<file path="config.mk">
export PLATFORM = sky130hd
export DESIGN_NAME = pc_sequencer
export DESIGN_NICKNAME = d
export VERILOG_FILES = /design/src/rtl/pc_seq_pkg.sv /design/src/rtl/pc_target_adder.sv /design/src/rtl/pc_sequencer.sv
export SDC_FILE = /design/constraint.sdc
export NUM_CORES = 1
export LEC_CHECK = 0
export BUFFER_PORTS_ARGS = -buffer_cell sky130_fd_sc_hd__buf_4
export CAP_MARGIN = 25
export CELL_PAD_IN_SITES_DETAIL_PLACEMENT = 2
export CELL_PAD_IN_SITES_GLOBAL_PLACEMENT = 2
export CORE_MARGIN = 4
export CORE_UTILIZATION = 31
export DETAILED_ROUTE_END_ITERATION = 16
export PLACE_DENSITY_LB_ADDON = 0.1
export SYNTH_ARGS = -nofsm -noshare
export SYNTH_HDL_FRONTEND = slang
export SYNTH_HIERARCHICAL = 1
export SYNTH_SLANG_ARGS = --single-unit
</file>
<file path="constraint.sdc">
create_clock -name Clock -period 2.2 [get_ports Clock]
set_input_delay 0.44 -clock Clock [delete_from_list [all_inputs] [get_ports Clock]]
set_output_delay 0.44 -clock Clock [all_outputs]
set_load 0.02 [all_outputs]
</file>
<file path="src/rtl/pc_seq_pkg.sv">
// Shared definitions for the PC sequencer: FSM states and instruction sizing.
package pc_seq_pkg;

  typedef enum logic [1:0] {
    IDLE   = 2'd0,
    FETCH  = 2'd1,
    HALTED = 2'd2
  } pc_state_e;

  localparam int INSTR_BYTES  = 4;
  localparam int OFFSET_SHIFT = 2;

endpackage

</file>
<file path="src/rtl/pc_target_adder.sv">
// Branch target computation: word offset scaled to bytes, 32-bit wrap-around.
module pc_target_adder
  import pc_seq_pkg::*;
(
  input  logic [31:0] BranchBase,
  input  logic [31:0] Offset,
  output logic [31:0] target
);

  assign target = BranchBase + (Offset << OFFSET_SHIFT);

endmodule

</file>
<file path="src/rtl/pc_sequencer.sv">
// Program-counter sequencer: issues fetch requests, holds one pending branch
// target while a request is outstanding, and counts taken branches.
module pc_sequencer
  import pc_seq_pkg::*;
#(
  parameter logic [31:0] RESET_PC = 32'h0000_0000,
  parameter int          CNT_W    = 16
) (
  input  logic             Clock,
  input  logic             Reset_n,
  input  logic             BranchValid,
  input  logic             Branch,
  input  logic             Zero,
  input  logic [31:0]      BranchBase,
  input  logic [31:0]      Offset,
  input  logic             Stall,
  input  logic             Halt,
  input  logic             FetchReady,
  output logic             FetchValid,
  output logic [31:0]      FetchAddr,
  output logic             Redirected,
  output logic [CNT_W-1:0] TakenCount,
  output logic             Halted
);

  localparam logic [31:0] RESET_PC_AL = RESET_PC & 32'hFFFF_FFFC;

  pc_state_e        state_q, state_d;
  logic [31:0]      pc_q, pc_d;
  logic [31:0]      pend_q, pend_d;
  logic             pend_vld_q, pend_vld_d;
  logic             outst_q, outst_d;
  logic             redir_q, redir_d;
  logic [CNT_W-1:0] cnt_q, cnt_d;
  logic [31:0]      target;
  logic             taken;
  logic             fetch_valid;
  logic             accept;

  function automatic logic [CNT_W-1:0] sat_inc(input logic [CNT_W-1:0] v);
    return (&v) ? v : v + CNT_W'(1);
  endfunction

  pc_target_adder u_target (
    .BranchBase (BranchBase),
    .Offset     (Offset),
    .target     (target)
  );

  assign taken       = BranchValid & Branch & Zero;
  // An outstanding request stays presented until accepted; new ones need !Stall and !Halt.
  assign fetch_valid = (state_q == FETCH) & (outst_q | (~Stall & ~Halt));
  assign accept      = fetch_valid & FetchReady;

  always_comb begin
    state_d    = state_q;
    pc_d       = pc_q;
    pend_d     = pend_q;
    pend_vld_d = pend_vld_q;
    redir_d    = 1'b0;
    outst_d    = fetch_valid & ~FetchReady;
    cnt_d      = taken ? sat_inc(cnt_q) : cnt_q;

    if (accept) begin
      if (pend_vld_q) begin
        pc_d       = pend_q;
        pend_vld_d = 1'b0;
        redir_d    = 1'b1;
      end else begin
        pc_d = pc_q + 32'(INSTR_BYTES);
      end
    end

    // A held pending target is older and wins; later taken branches only count.
    if (taken && !pend_vld_q) begin
      if (fetch_valid && !FetchReady) begin
        pend_d     = target;
        pend_vld_d = 1'b1;
      end else begin
        pc_d    = target;
        redir_d = 1'b1;
      end
    end

    case (state_q)
      IDLE:    state_d = FETCH;
      FETCH:   if (Halt && (!outst_q || accept)) state_d = HALTED;
      HALTED:  if (!Halt) state_d = FETCH;
      default: state_d = IDLE;
    endcase
  end

  always_ff @(posedge Clock or negedge Reset_n) begin
    if (!Reset_n) begin
      state_q    <= IDLE;
      pc_q       <= RESET_PC_AL;
      pend_q     <= '0;
      pend_vld_q <= 1'b0;
      outst_q    <= 1'b0;
      redir_q    <= 1'b0;
      cnt_q      <= '0;
    end else begin
      state_q    <= state_d;
      pc_q       <= pc_d;
      pend_q     <= pend_d;
      pend_vld_q <= pend_vld_d;
      outst_q    <= outst_d;
      redir_q    <= redir_d;
      cnt_q      <= cnt_d;
    end
  end

  assign FetchValid = fetch_valid;
  assign FetchAddr  = pc_q;
  assign Redirected = redir_q;
  assign TakenCount = cnt_q;
  assign Halted     = (state_q == HALTED);

endmodule

</file>
==> reports/results.txt <==
The run finished, with violations left. The final reports fail on negative setup slack. The class of the tightest hold or removal check is primary input to async pin.

The highest metal layer used by the detailed router was met4. After detailed routing, the met2 layer carries 16,800 um of wire. The initialized floorplan defines 52 standard-cell rows. Counting flops and latches in the post-synthesis netlist gives 85. For the final database, setup skew stands at 12.5 ps. The post-route DRC violation count is 0, and the per-instance average area after synthesis is 8.90 um^2. Leaving out filler cells and counting taps, the final layout contains 1,267.

The proportion of synthesized chip area in sequential cells is 33.1%. The critical path in this run is classified as primary input to flip-flop. The tree is rooted in a clkbuf_16.

0 antenna diodes ended up in the layout. The post-synthesis instance area is 6430 um^2, and the number of sinks driven by the clock tree is 85. On the final layout, the worst hold slack is 57.5 ps.

Synthesis produced 723 cells. Power spread over the standard cell area amounts to 888 nW/um^2. The clock-pin slew on the worst setup and hold paths was 70 ps; the setup slack of the worst register-to-register path was 40 ps. The count of flip-flops with a built-in enable after synthesis is 0, and the count of maximum capacitance violations is 0. Number of iterations in the first detailed-routing pass: 5. The category of the worst setup path launch point is a primary input. The setup violation total in the final timing report was 43; the share of the cycle needed by the critical path after routing was 134%. The layout net count came out at 1,096.

Setup repair after global routing could not meet its margin everywhere. The worst pin sits at a relative slew slack of 59.6%. Number of library cell types mapped by synthesis: 85.

Dividing the detail-routed via count by the number of cells gives 5.72. Across the VDD grid, the largest voltage drop is 0.442 mV. The largest buffer count on any clock path is 2, and the area growth from synthesis to layout is 58.7%. The aggregate routed wire length was 32,000 um; the maximum fanout along the worst path was 2. Area enclosed by the die boundary: 23,100 um^2.

The tools report the max-slew violation total from the final report as 0. Global routing used 24.8% of the available tracks across all layers. The run gives 350 ps as the clock latency reported for the late side of the worst-skew pair. The final weighted congestion in routability-driven placement is 0.849. The first-pass GRT wire length is 46,600 um. The overall die width is 152 um. The routed layout has 7,248 vias.

The initial utilization of the core area, before any placement, comes to 31.7%. For this block, the initial DRC count from the detailed router was 358. The tools report the number of CTS-inserted buffers as 9. The routed metal-1 wirelength is 13,100 um, and the setup slack at placement is -1160 ps. After detailed routing, the met3 layer carries 1210 um of wire. The tools report the worst setup margin as -756 ps. The Yosys step of the flow raised 6 warnings.

The proportion of register bits with asynchronous set or reset after synthesis was 100%; the worst path arrival time was 3210 ps. The total overflow left after global routing is 0. For the worst setup path, the data required time is 2450 ps. TritonCTS built the clock tree. 123 I/O pins were placed.

The number of placed instances, taps included, is 1,220. Mean routed wirelength per cell: 25.3 um. Detailed placement ended at an HPWL of 21,100 um. From bottom edge to top edge, the die measures 152 um.

The detail route stage leaves a number of antenna-violating nets equal to 0. The number of nets handed over by synthesis was 827. Among all flip-flop cells after synthesis, the most frequent one is dfrtp_1.

CTS built an H-tree with a depth of 3. The layout has 2,126 filler cells. During placement, the flow inserted port buffers numbering 120. The number of global-route vias before repair was 8,042; the maximum number of pins on one net before global-route repair was 47. STA classifies the critical path endpoint as a flip-flop. Cells with a size suffix above 1 make up 47.4% of the layout.

The region available for standard cell placement spans 20,300 um^2. For this design the static power due to leakage is 4.49 nW. The run gives 0 as the number of antenna violations at the first check in global routing. Final number of hold-violating endpoints: 0. At the pin with the least slew margin, the transition time is 591 ps.

The maximum frequency from static timing analysis is 338 MHz, and the final critical-path required period is 2960 ps.
==> metrics by stage <==
| step | total power, mW | utilization, % | setup TNS, ps | instance area (um^2) |
|---|---|---|---|---|
| 6_report | 9.07 | 50.3 | -11890 | 10200 |
| 5_1_grt | 9.55 | 50.3 | -14850 | 10200 |
| 4_1_cts | 8.72 | 48.4 | -7160 | 9820 |
| 3_5_place_dp | 6.75 | 43.6 | -26820 | 8840 |
| 3_3_place_gp | 6.51 | 43.6 | -22660 | 8840 |
| 2_1_floorplan | 4.71 | - | -4060 | 6620 |
==> sequential cells by signal, indices dropped and copies added, names as in the netlist, named ones only <==
name / cells
pend_q: 32
outst_q: 1
Redirected: 1
FetchAddr: 32
TakenCount: 16
state_q: 2
==> power by group <==
part / switching, mW / total [mW] / internal (mW)
Sequential: 0.570 / 2.65 / 2.08
Clock: 0.680 / 1.68 / 0.997
Combinational: 2.59 / 4.74 / 2.15
Total: 3.84 / 9.07 / 5.23
==> worst max-delay path, stage by stage <==
cell	delay, ps
buf_6	80
ha_4	130
inv_2	30
fa_2	360
nor2b_4	180
o2111ai_4	160
a311oi_2	290
nor2_2	130
o311ai_4	380
a32oi_2	190
xnor2_1	300
o22ai_1	170
o2bb2ai_1	170
a211oi_2	200
==> cell type report <==
cell class / count / area, um^2 / share of cell area, %
Clock buffer: 12 / 236 / 2.32
Clock inverter: 4 / 72.6 / 0.711
Timing Repair Buffer: 302 / 2450 / 24.0
Inverter: 16 / 60.1 / 0.588
Tap cell: 270 / 338 / 3.31
Sequential cell: 85 / 2130 / 20.9
Multi-Input combinational cell: 578 / 4920 / 48.2
==> layer usage <==
layer | GRT usage (%) | up-vias
met5 | 0 | -
met2 | 46.1 | 232
met4 | 7.28 | 0
met3 | 2.73 | 59
met1 | 30.2 | 3715
li1 | - | 3242
==> worst paths after layout <==
path | start | to | cells past startpoint
worst max-delay path | BranchBase[2] | FetchAddr[30]$_DFF_PN0_ | 14
worst min-delay path | Reset_n | FetchAddr[2]$_DFF_PN0_ | 1
worst max register to register | state_q[0]$_DFFE_PN0P_ | FetchAddr[6]$_DFF_PN0_ | 8
worst min register to register | TakenCount[10]$_DFFE_PN0P_ | TakenCount[10]$_DFFE_PN0P_ | 1
max in group asynchronous | Reset_n | pend_q[31]$_DFFE_PN0P_ | 2
min in group Clock | Halt | state_q[0]$_DFFE_PN0P_ | 2
==> kinds of logic (layout without fill, tap and decap cells) <==
family	count (synthesis)	in the layout	synth area share, %
buf+inv	60	334	4.07
simple gates	245	245	19.7
fa+ha+maj	32	32	6.34
compound gates	221	221	24.5
xor+xnor	41	41	5.58
flops	85	85	33.1
mux	39	39	6.75
==> cell usage in the layout (no fill, tap or decap), types with 6 or more instances in the layout <==
master,instances
xor2_1,8
nor2_1,50
o21ai_1,9
nor2_2,6
clkbuf_16,9
and3_1,6
nand3_1,21
nand2_1,59
nor3_1,16
ha_4,15
inv_1,13
ha_1,15
xnor2_1,14
nand4_1,20
nand2b_1,7
and4_1,6
mux2_4,17
buf_4,267
a21oi_1,39
a21o_1,20
a21oi_2,7
dfrtp_1,83
a31oi_1,14
mux2_2,18
buf_6,29
xnor2_2,10
nor4_1,8
o21ai_0,32
==> cell usage after synthesis (all sizes together) (7+ instances only) <==
library cell  count  area, um^2
nand3            25         130
nor3             18        90.1
buf              14        88.8
nand2b            7        43.8
clkbuf           30         113
a21o             20         150
ha               31         388
and3              8        55.1
nand2            63         236
xor2             14         123
mux2             35         394
inv              16        60.1
o21ai            50         269
nor4             11        87.6
a21oi            51         274
xnor2            27         236
nor2             60         228
nand4            21         146
a31oi            16         100
dfrtp            85        2130
nor2b             7        43.8
==> timing repair <==
item,4_1_cts,5_1_grt
cloned,0,0
setup buffers,24,22
pin swaps,46,46
hold buffers,0,0
gates resized for setup,107,55
setup endpoints to repair,38,42
(Power assumes the default switching activity.)
